[config.mk]
export PLATFORM = sky130hd
export DESIGN_NAME = traceback_unit
export DESIGN_NICKNAME = d
export VERILOG_FILES = /design/src/rtl/viterbi_pkg.sv /design/src/rtl/traceback_unit.sv
export SDC_FILE = /design/constraint.sdc
export NUM_CORES = 1
export LEC_CHECK = 0
export ABC_AREA = 1
export CORE_MARGIN = 2
export CORE_UTILIZATION = 45
export DETAILED_ROUTE_END_ITERATION = 10
export HOLD_SLACK_MARGIN = 0.12
export PLACE_DENSITY = 0.84
export SLEW_MARGIN = 5
export SYNTH_ARGS = -nofsm -noshare
export SYNTH_HDL_FRONTEND = slang
export SYNTH_SLANG_ARGS = --single-unit
[constraint.sdc]
create_clock -name clk -period 1.55 [get_ports clk]
set_clock_uncertainty 0.05 [all_clocks]
set_input_delay 0.2325 -clock clk [delete_from_list [all_inputs] [get_ports clk]]
set_output_delay 0.2325 -clock clk [all_outputs]
set_load 0.01 [all_outputs]
[src/rtl/viterbi_pkg.sv]
// Shared Viterbi decoder constants and traceback FSM encoding.
// Optional macro TB_STATE_OUT_EN adds tb_state to the traceback unit.
package viterbi_pkg;

    localparam int VIT_K = 5;
    localparam int VIT_M = VIT_K - 1;
    localparam int VIT_S = 1 << VIT_M;
    localparam int VIT_D = 10;

    typedef enum logic [1:0] {
        IDLE,
        TRACE,
        OUT
    } tb_fsm_e;

endpackage

[src/rtl/traceback_unit.sv]
// Survivor-memory traceback: walks D-1 rows back from best_state, emits one bit.
// Define TB_STATE_OUT_EN to expose the final traced state on tb_state.
module traceback_unit
    import viterbi_pkg::*;
#(
    parameter int K = VIT_K,
    parameter int M = K - 1,
    parameter int S = 1 << M,
    parameter int D = VIT_D
) (
    input  logic                   clk,
    input  logic                   rst,
    input  logic                   init_frame,
    input  logic                   row_written,
    input  logic [$clog2(D)-1:0]   wr_ptr,
    input  logic                   start,
    input  logic [$clog2(S)-1:0]   best_state,
    output logic [$clog2(S)-1:0]   rd_state,
    output logic [$clog2(D)-1:0]   rd_time,
    input  logic                   surv_bit,
    output logic                   busy,
    output logic                   dec_valid,
    output logic                   dec_bit,
    input  logic                   dec_ready,
    output logic                   start_drop
`ifdef TB_STATE_OUT_EN
    ,
    output logic [$clog2(S)-1:0]   tb_state
`endif
);

    localparam int DW = $clog2(D);

    tb_fsm_e       state;
    logic [DW-1:0] fill_cnt;
    logic [DW-1:0] cnt;
    logic          filled;

    assign filled = (fill_cnt == DW'(D - 1));

    always_ff @(posedge clk) begin
        if (rst) begin
            state      <= IDLE;
            fill_cnt   <= '0;
            cnt        <= '0;
            rd_state   <= '0;
            rd_time    <= '0;
            dec_bit    <= 1'b0;
            dec_valid  <= 1'b0;
            busy       <= 1'b0;
            start_drop <= 1'b0;
`ifdef TB_STATE_OUT_EN
            tb_state   <= '0;
`endif
        end else if (init_frame) begin
            state      <= IDLE;
            fill_cnt   <= '0;
            cnt        <= '0;
            dec_valid  <= 1'b0;
            busy       <= 1'b0;
            start_drop <= 1'b0;
        end else begin
            if (row_written && !filled)
                fill_cnt <= fill_cnt + 1'b1;
            // Any start that cannot launch a traceback right now is lost.
            if (start && !(state == IDLE && filled))
                start_drop <= 1'b1;
            unique case (state)
                IDLE: begin
                    if (start && filled) begin
                        rd_state <= best_state;
                        rd_time  <= (wr_ptr == '0) ? DW'(D - 1)
                                                   : wr_ptr - 1'b1;
                        cnt      <= '0;
                        busy     <= 1'b1;
                        state    <= TRACE;
                    end
                end
                TRACE: begin
                    if (cnt < DW'(D - 2)) begin
                        rd_state <= {surv_bit, rd_state[M-1:1]};
                        rd_time  <= (rd_time == '0) ? DW'(D - 1)
                                                    : rd_time - 1'b1;
                        cnt      <= cnt + 1'b1;
                    end else begin
                        dec_bit   <= rd_state[0];
                        dec_valid <= 1'b1;
                        state     <= OUT;
`ifdef TB_STATE_OUT_EN
                        tb_state  <= rd_state;
`endif
                    end
                end
                OUT: begin
                    if (dec_ready) begin
                        dec_valid <= 1'b0;
                        busy      <= 1'b0;
                        state     <= IDLE;
                    end
                end
                default: begin
                    busy  <= 1'b0;
                    state <= IDLE;
                end
            endcase
        end
    end

endmodule
Yosys cells after proc, flatten, opt, wreduce, memory -nomap -nowiden
Cells that the tools add are included.

Bitwise logic cells: 3. Equality and inequality tests: 7. Multiplexer cells: 20. Add/subtract/negate cells: 4. Reductions and logical operators: 18. Magnitude comparators: 1.

Operator list (count): $mux W4 (8); $pmux W4 S2 (3); $reduce_and A3 Y1 (5); $add A4 B1 Y4 const B (2); $logic_not A4 Y1 (2); $sub A4 B1 Y4 const B (2); $mux W2 (3); $ne A2 B2 Y1 const B (3); $pmux W2 S3 (1); $eq A4 B4 Y1 const B (1); $logic_and A1 B1 Y1 (4); $lt A4 B4 Y1 const B (1); $reduce_and A4 Y1 (1); $reduce_bool A2 Y1 (2); $mux W1 (3); $not A1 Y1 (3); $pmux W1 S3 (1); $eq A2 B1 Y1 const B (1); $eq A2 B2 Y1 const B (1); $logic_not A1 Y1 (2); $logic_not A2 Y1 (1); $ne A2 B1 Y1 const B (1); $pmux W1 S2 (1); $reduce_or A2 Y1 (1).

Flip-flop bits (word level): 22. Logic and storage cells: 62. Input port bits: 15.

Depth between registers and ports, before layout
Gate-level depths: netlist of run 1.

Depth in word-level cells: 4. Gate-level depth with buffers: 10. Gate-level depth less buffers: 10.

Least setup slack after synthesis of run 1
No wires, ideal clock.

Path kind: reg2reg. Start point: register fill_cnt[0]. End point: register cnt[2]. Clock period less this slack: 1.356 ns. Required time: 1.385 ns. Data arrival time: 1.191 ns. Stages on the path, launching flop included: 10. Library setup time: 0.115 ns. Path slack: 0.194 ns. Cell sequence: dfxtp_1 > ha_1 > nand2_1 > nor2_4 > nand3_2 > nand2_4 > buf_6 > nand3_1 > nand2_1 > nor2_1.

Longest elaborated chain between the ends: 4.

Ends and longest elaborated chain: from (decl) (RTL line traceback_unit.sv:35) `logic [DW-1:0] fill_cnt;`; from (signal assigned) (RTL line traceback_unit.sv:64) `fill_cnt <= fill_cnt + 1'b1;`; $eq A4 B4 Y1 (RTL line traceback_unit.sv:39) `assign filled = (fill_cnt == DW'(D - 1));`; $logic_and A1 B1 Y1 (RTL line traceback_unit.sv:70) `if (start && filled) begin`; $ne A2 B1 Y1 (no line); $reduce_and A3 Y1 (no line); to (signal assigned) (RTL line traceback_unit.sv:84) `cnt <= cnt + 1'b1;`; to (decl) (RTL line traceback_unit.sv:36) `logic [DW-1:0] cnt;`.

No other way between the ends. A chain may end at the register's enable or synchronous reset.

Worst setup path in the final report of run 1
Start point: register rd_time[3]. End point: output port rd_time[3].

RTL lines: from (decl) (RTL line traceback_unit.sv:19) `output logic [$clog2(D)-1:0] rd_time,`; from (signal assigned) (RTL line traceback_unit.sv:72) `rd_time <= (wr_ptr == '0) ? DW'(D - 1)`; from (signal assigned) (RTL line traceback_unit.sv:82) `rd_time <= (rd_time == '0) ? DW'(D - 1)`.

No word-level cell between the ends.

==> qor.yml, run 1 <==
critPathLaunchType: "flip-flop"
reg2reg_setup_slack_ns: 0.05
numPortBuffers: 26
drive_above_1_share_pct: 14.9
grt_setup_unrepaired: "yes"
nFillCells: 210
route.detailed.drc: 0
slew_violations: 0
report.final.setup_viol: 0
final_nets: 235
yosys.cell_types.count: 25
rows: 18
power_leakage_nw: 0.813
fin_crit_ns: 1.50
ir_drop_mv: 0.617
synth-edff-count: 0
critPathMaxStageDelay_ns: 0.53
gr-total-overflow: 0
grt_pass1_wl_um: 4170
path_class: "reg -> out"
yosysSeqAreaShare_pct: 37.3
clock-sinks: 22
synth_area_um2: 1180
finalPower_mw: 0.950
fmaxAchievable_mhz: 665
period_share_pct: 97.0
dp_hpwl_um: 1760
final_cell_mix: "50 x nand2_1, 24 x nor2_1, 21 x clkdlybuf4s50_1, 17 x inv_1"
end_kind: "output pin"
antenna_found_initial: 0
tightest_slew_ns: 0.388
p_per_area_nw_per_um2: 586
ioPinCount: 27
synthToLayoutAreaGrowth_pct: 37.2
ys_seq_elements: 22
syn-num-nets: 195
status: "completed"
maxCapViolCount: 0
hold_violations: 0
drt-total-wl_um: 2730
cts_tree: "yes"
grt_pass1_vias: 1003
postCtsHoldBufs: 0
final_antenna_net_count: 0
clk_latency_ns: 0.31
syn_inst: 177
crit_required_ns: 1.27
hold_ws_ns: 0.429
avgSynthCellArea_um2: 6.67
crit_path_max_fanout: 4
drt-initial-drc-count: 32
min_path_cells: 2
min_path_type: "reg -> reg"
arrival_ns: 1.22
initial_core_util_pct: 47.7
die_h_um: 55.2
dr_total_vias: 1244
relSlewSlack_pct: 74.1
drt-vias-per-instance: 5.08
yosys_most_used_dff: "dfxtp_1"
critPathTopFamily: "buffers and inverters"
num_antenna_cells: 0
async_reset_ff_share_pct: 0
slowest_stage: "clkdlybuf4s50_1"
grt_max_degree: 20
first_pass_iters: 4
cts_root_buffer: "clkbuf_4"
dieArea_um2: 3050
clk_pin_slew_worst_paths_ns: 0.12
cp.depth: 1
yosys_warnings: 0
cts_buffers: 3
layout_commonest_cell: "nand2_1"
core-area_um2: 2480
cts_buffer_depth: 2
cp.buffers_inverters: 1
grt_usage_pct: 16.6
wl_per_cell_um: 11.1
reg2reg_depth: 10
htree_levels: 1
crit_path_cell_trace: "clkdlybuf4s50_1"
fin_util_pct: 65.4
place_congestion: 0.770
die_w_um: 55.2
-- final cells by class --
class,instances,area [um^2],area share (%)
Clock buffer,3,22.5,1.39
Inverter,18,67.6,4.17
Multi-Input combinational cell,134,674,41.6
Sequential cell,22,448,27.6
Tap cell,30,37.5,2.32
Timing Repair Buffer,38,370,22.9
-- what timing repair did --
item / 4_1_cts / 5_1_grt
hold endpoints to repair: 0 / 0
resized for setup: 2 / 16
cloned: 0 / 1
endpoints found under the setup margin: 2 / 19
buffers inserted: 0 / 7
pin swaps: 0 / 3
-- metal layers --
metal / part of all wire [%] / vias up / track usage, %
li1: - / 648 / -
met3: 5.5 / 4 / 3.98
met2: 47 / 28 / 25.0
met5: 0 / - / 0
met4: 1.6 / 0 / 6.27
met1: 46 / 564 / 22.9
-- worst min-delay path, delay by kind of cell, from the launching register on --
| family | cells | cell delay, ns |
|---|---|---|
| compound gates | 1 | 0.05 |
| flops | 1 | 0.33 |
| simple gates | 1 | 0.06 |
-- through the flow --
step / cell area (um^2) / setup WS [ns] / setup TNS [ns] / cells
4_1_cts: 1510 / 0.00243 / 0 / 237
3_3_place_gp: 1490 / 0.0865 / 0 / 234
5_1_grt: 1620 / -0.0424 / -0.222 / 245
2_1_floorplan: 1180 / 0.194 / 0 / 177
6_report: 1620 / 0.0463 / 0 / 245
3_5_place_dp: 1490 / 0.0756 / 0 / 234
-- power by group --
part / switching (mW) / internal, mW
Sequential: 0.00205 / 0.569
Combinational: 0.0504 / 0.0596
Clock: 0.178 / 0.0910
Total: 0.230 / 0.720
-- worst paths after layout --
path / start / endpoint
setup / recovery: rd_time[3] / rd_time[3]
hold / removal: busy / busy
setup reg to reg: fill_cnt[1] / rd_time[0]
hold reg to reg: busy / busy
-- kinds of logic after synthesis --
logic type / Yosys count / share of synthesized area, %
and+or+nand+nor: 99 / 37.3
AOI/OAI and AO/OA: 31 / 13.9
buffers and inverters: 22 / 8.37
DFF: 22 / 37.3
adders and majority gates: 3 / 3.18
-- registers in the layout (all words and copies together) (netlist names), 2 cells and up --
register  cells
rd_state      4
state         2
fill_cnt      4
rd_time       4
cnt           4
-- cells in the mapped netlist, types with 2 or more instances --
cell / number / area share [%]
nand2_1: 52 / 17
nor2_1: 24 / 7.6
dfxtp_1: 22 / 37
inv_1: 17 / 5.4
a21oi_1: 16 / 6.8
o21ai_0: 9 / 3.8
nand3_1: 6 / 2.5
nand3b_1: 5 / 3.2
ha_1: 3 / 3.2
nor2_2: 3 / 1.6
a21boi_0: 2 / 1.3
and3_1: 2 / 1.1
buf_4: 2 / 1.3
nand4_1: 2 / 1.1
o21ai_1: 2 / 0.85
No activity file was read; power rests on OpenSTA's default activity.
==> run 2, diff against run 1 <==
--- a/config.mk
+++ b/config.mk
@@ -7,10 +7,10 @@
 export LEC_CHECK = 0
 export ABC_AREA = 1
 export CORE_MARGIN = 2
-export CORE_UTILIZATION = 45
+export CORE_UTILIZATION = 36
 export DETAILED_ROUTE_END_ITERATION = 10
 export HOLD_SLACK_MARGIN = 0.12
-export PLACE_DENSITY = 0.84
+export PLACE_DENSITY = 0.72
 export SLEW_MARGIN = 5
 export SYNTH_ARGS = -nofsm -noshare
 export SYNTH_HDL_FRONTEND = slang
==> qor.yml, run 2 (synthesis results as in run 1) <==
status: "completed"
arrival_ns: 1.24  # +0.02 ns
tightest_slew_ns: 0.395  # +0.00684 ns
die_h_um: 61.3  # +11%
antenna_found_initial: 0  # unchanged
p_per_area_nw_per_um2: 609  # +3.9%
slowest_stage: "clkdlybuf4s50_1"
layout_commonest_cell: "nand2_1"
place_congestion: 0.762  # -1.1%
cts_buffer_depth: 2  # unchanged
fin_crit_ns: 1.52  # +0.0146 ns
multiInputGateArea_um2: 699  # +3.7%
cts_tree: "yes"
first_pass_iters: 4  # unchanged
nFillCells: 302  # +44%
drt-total-wl_um: 2720  # -0.18%
grt_setup_unrepaired: "no"
crit_required_ns: 1.27  # about the same
drt-initial-drc-count: 33  # +3.1%
period_share_pct: 97.9  # +0.94 points
relSlewSlack_pct: 73.7  # -0.42 points
ir_drop_mv: 0.308  # -50%
critPathLaunchType: "flip-flop"
rows: 20  # +2
fmaxAchievable_mhz: 659  # -0.96%
crit_path_cell_trace: "clkdlybuf4s50_1"
cts_root_buffer: "clkbuf_4"
grt.busiest_layer: "met2"
drive_above_1_share_pct: 15.4  # +0.54 points
final_cell_mix: "49 x nand2_1, 23 x nor2_1, 21 x clkdlybuf4s50_1, 17 x inv_1, 17 x dfxtp_1"
wl_per_cell_um: 10.6  # -5.2%
power_leakage_nw: 0.811  # -0.19%
clk_latency_ns: 0.31  # about the same
critPathTopFamily: "buffers and inverters"
synthToLayoutAreaGrowth_pct: 39.3
final_nets: 233  # -0.85%
crit_path_max_fanout: 2  # -2
grt_use_met2_pct: 23.6  # -1.4 points
fin_ws_ns: 0.0318  # -0.0146 ns
core-area_um2: 3080  # +24%
grt_max_degree: 20  # unchanged
hold_violations: 0  # unchanged
fin_cells: 258  # +5.3%
seq_area_um2: 447  # -0.28%
clk_pin_slew_worst_paths_ns: 0.13  # about the same
htree_levels: 1  # unchanged
dp_hpwl_um: 1830  # +4.1%
cp.buffers_inverters: 1  # unchanged
initial_core_util_pct: 38.4  # -9.3 points
grt_pass1_wl_um: 4280  # +2.7%
fin_tns_setup_ns: 0  # unchanged
dieArea_um2: 3760  # +23%
met1_usage_pct: 21.6  # -1.3 points
maxCapViolCount: 0  # unchanged
gr-total-overflow: 0  # unchanged
critPathMaxStageDelay_ns: 0.54  # about the same
report.final.setup_viol: 0  # unchanged
grtUsageMet3_pct: 1.89  # -2.1 points
dp_slack_ns: 0.0447  # -0.0309 ns
fin_util_pct: 53.5  # -12 points
path_class: "reg -> out"
numPortBuffers: 26  # unchanged
min_path_type: "reg -> reg"
grt_pass1_vias: 1039  # +3.6%
ioPinCount: 27  # unchanged
dr_total_vias: 1179  # -5.2%
drt-vias-per-instance: 4.57  # -10%
final_antenna_net_count: 0  # unchanged
route.detailed.drc: 0  # unchanged
die_w_um: 61.3  # +11%
num_antenna_cells: 0  # unchanged
grt_usage_pct: 15.1  # -1.5 points
slew_violations: 0  # unchanged
clock-sinks: 22  # unchanged
place_inst: 248  # +6.0%
end_kind: "output pin"
cts_buffers: 3  # unchanged
run 2: changes by cell type in the layout (fill, tap and decap cells not counted), sizes merged:
cell,previous run,this run
buf,12,9
clkbuf,3,4
nand2,55,56
run 2: power breakdown:
group	switching, mW	leakage (nW)	internal (mW)
Sequential	0.00246	0.180	0.569
Clock	0.177	0.0210	0.143
Combinational	0.0496	0.610	0.0602
run 2: metal layers:
metal  routed length, um  vias up
li1                    -      644
met4                  31        0
met2                1180       21
met5                   0        -
met3                  96        4
met1                1410      510
run 2: what timing repair did:
action                                  CTS  global route
buffers inserted                          0             4
hold buffers                              0             0
gates cloned                              0             2
resized for setup                         2            16
pin swaps                                 0             4
endpoints found under the setup margin    2            16
run 2: metrics by stage:
stage	hold WS, ns	instance area, um^2	power, mW
after floorplan	0.252	1180	0.630
after global placement	0.401	1500	0.690
after detailed placement	0.406	1500	0.691
after CTS	0.424	1540	1.00
after global routing	0.437	1650	1.04
final	0.418	1650	1.00
run 2: path summary, 6_finish.rpt:
path                    start      end  slack, ns  cells after the start
hold reg to reg          busy     busy       0.42                      2
setup reg to reg  fill_cnt[1]   cnt[1]       0.10                      9
setup / recovery      dec_bit  dec_bit       0.03                      1
hold / removal           busy     busy       0.42                      2
run 2: area by class of cell:
type                            instances  share of cell area [%]
Multi-Input combinational cell        135                    42.5
Sequential cell                        22                    27.1
Timing Repair Buffer                   35                    20.7
Inverter                               18                    4.11
Tap cell                               44                    3.35
Clock buffer                            4                    2.21
==> run 3, diff against run 2 <==
--- a/config.mk
+++ b/config.mk
@@ -6,6 +6,7 @@
 export NUM_CORES = 1
 export LEC_CHECK = 0
 export ABC_AREA = 1
+export CAP_MARGIN = 5
 export CORE_MARGIN = 2
 export CORE_UTILIZATION = 36
 export DETAILED_ROUTE_END_ITERATION = 10
==> results of run 3 <==
No change in the layout: final DEF, timing and power equal those of run 2.
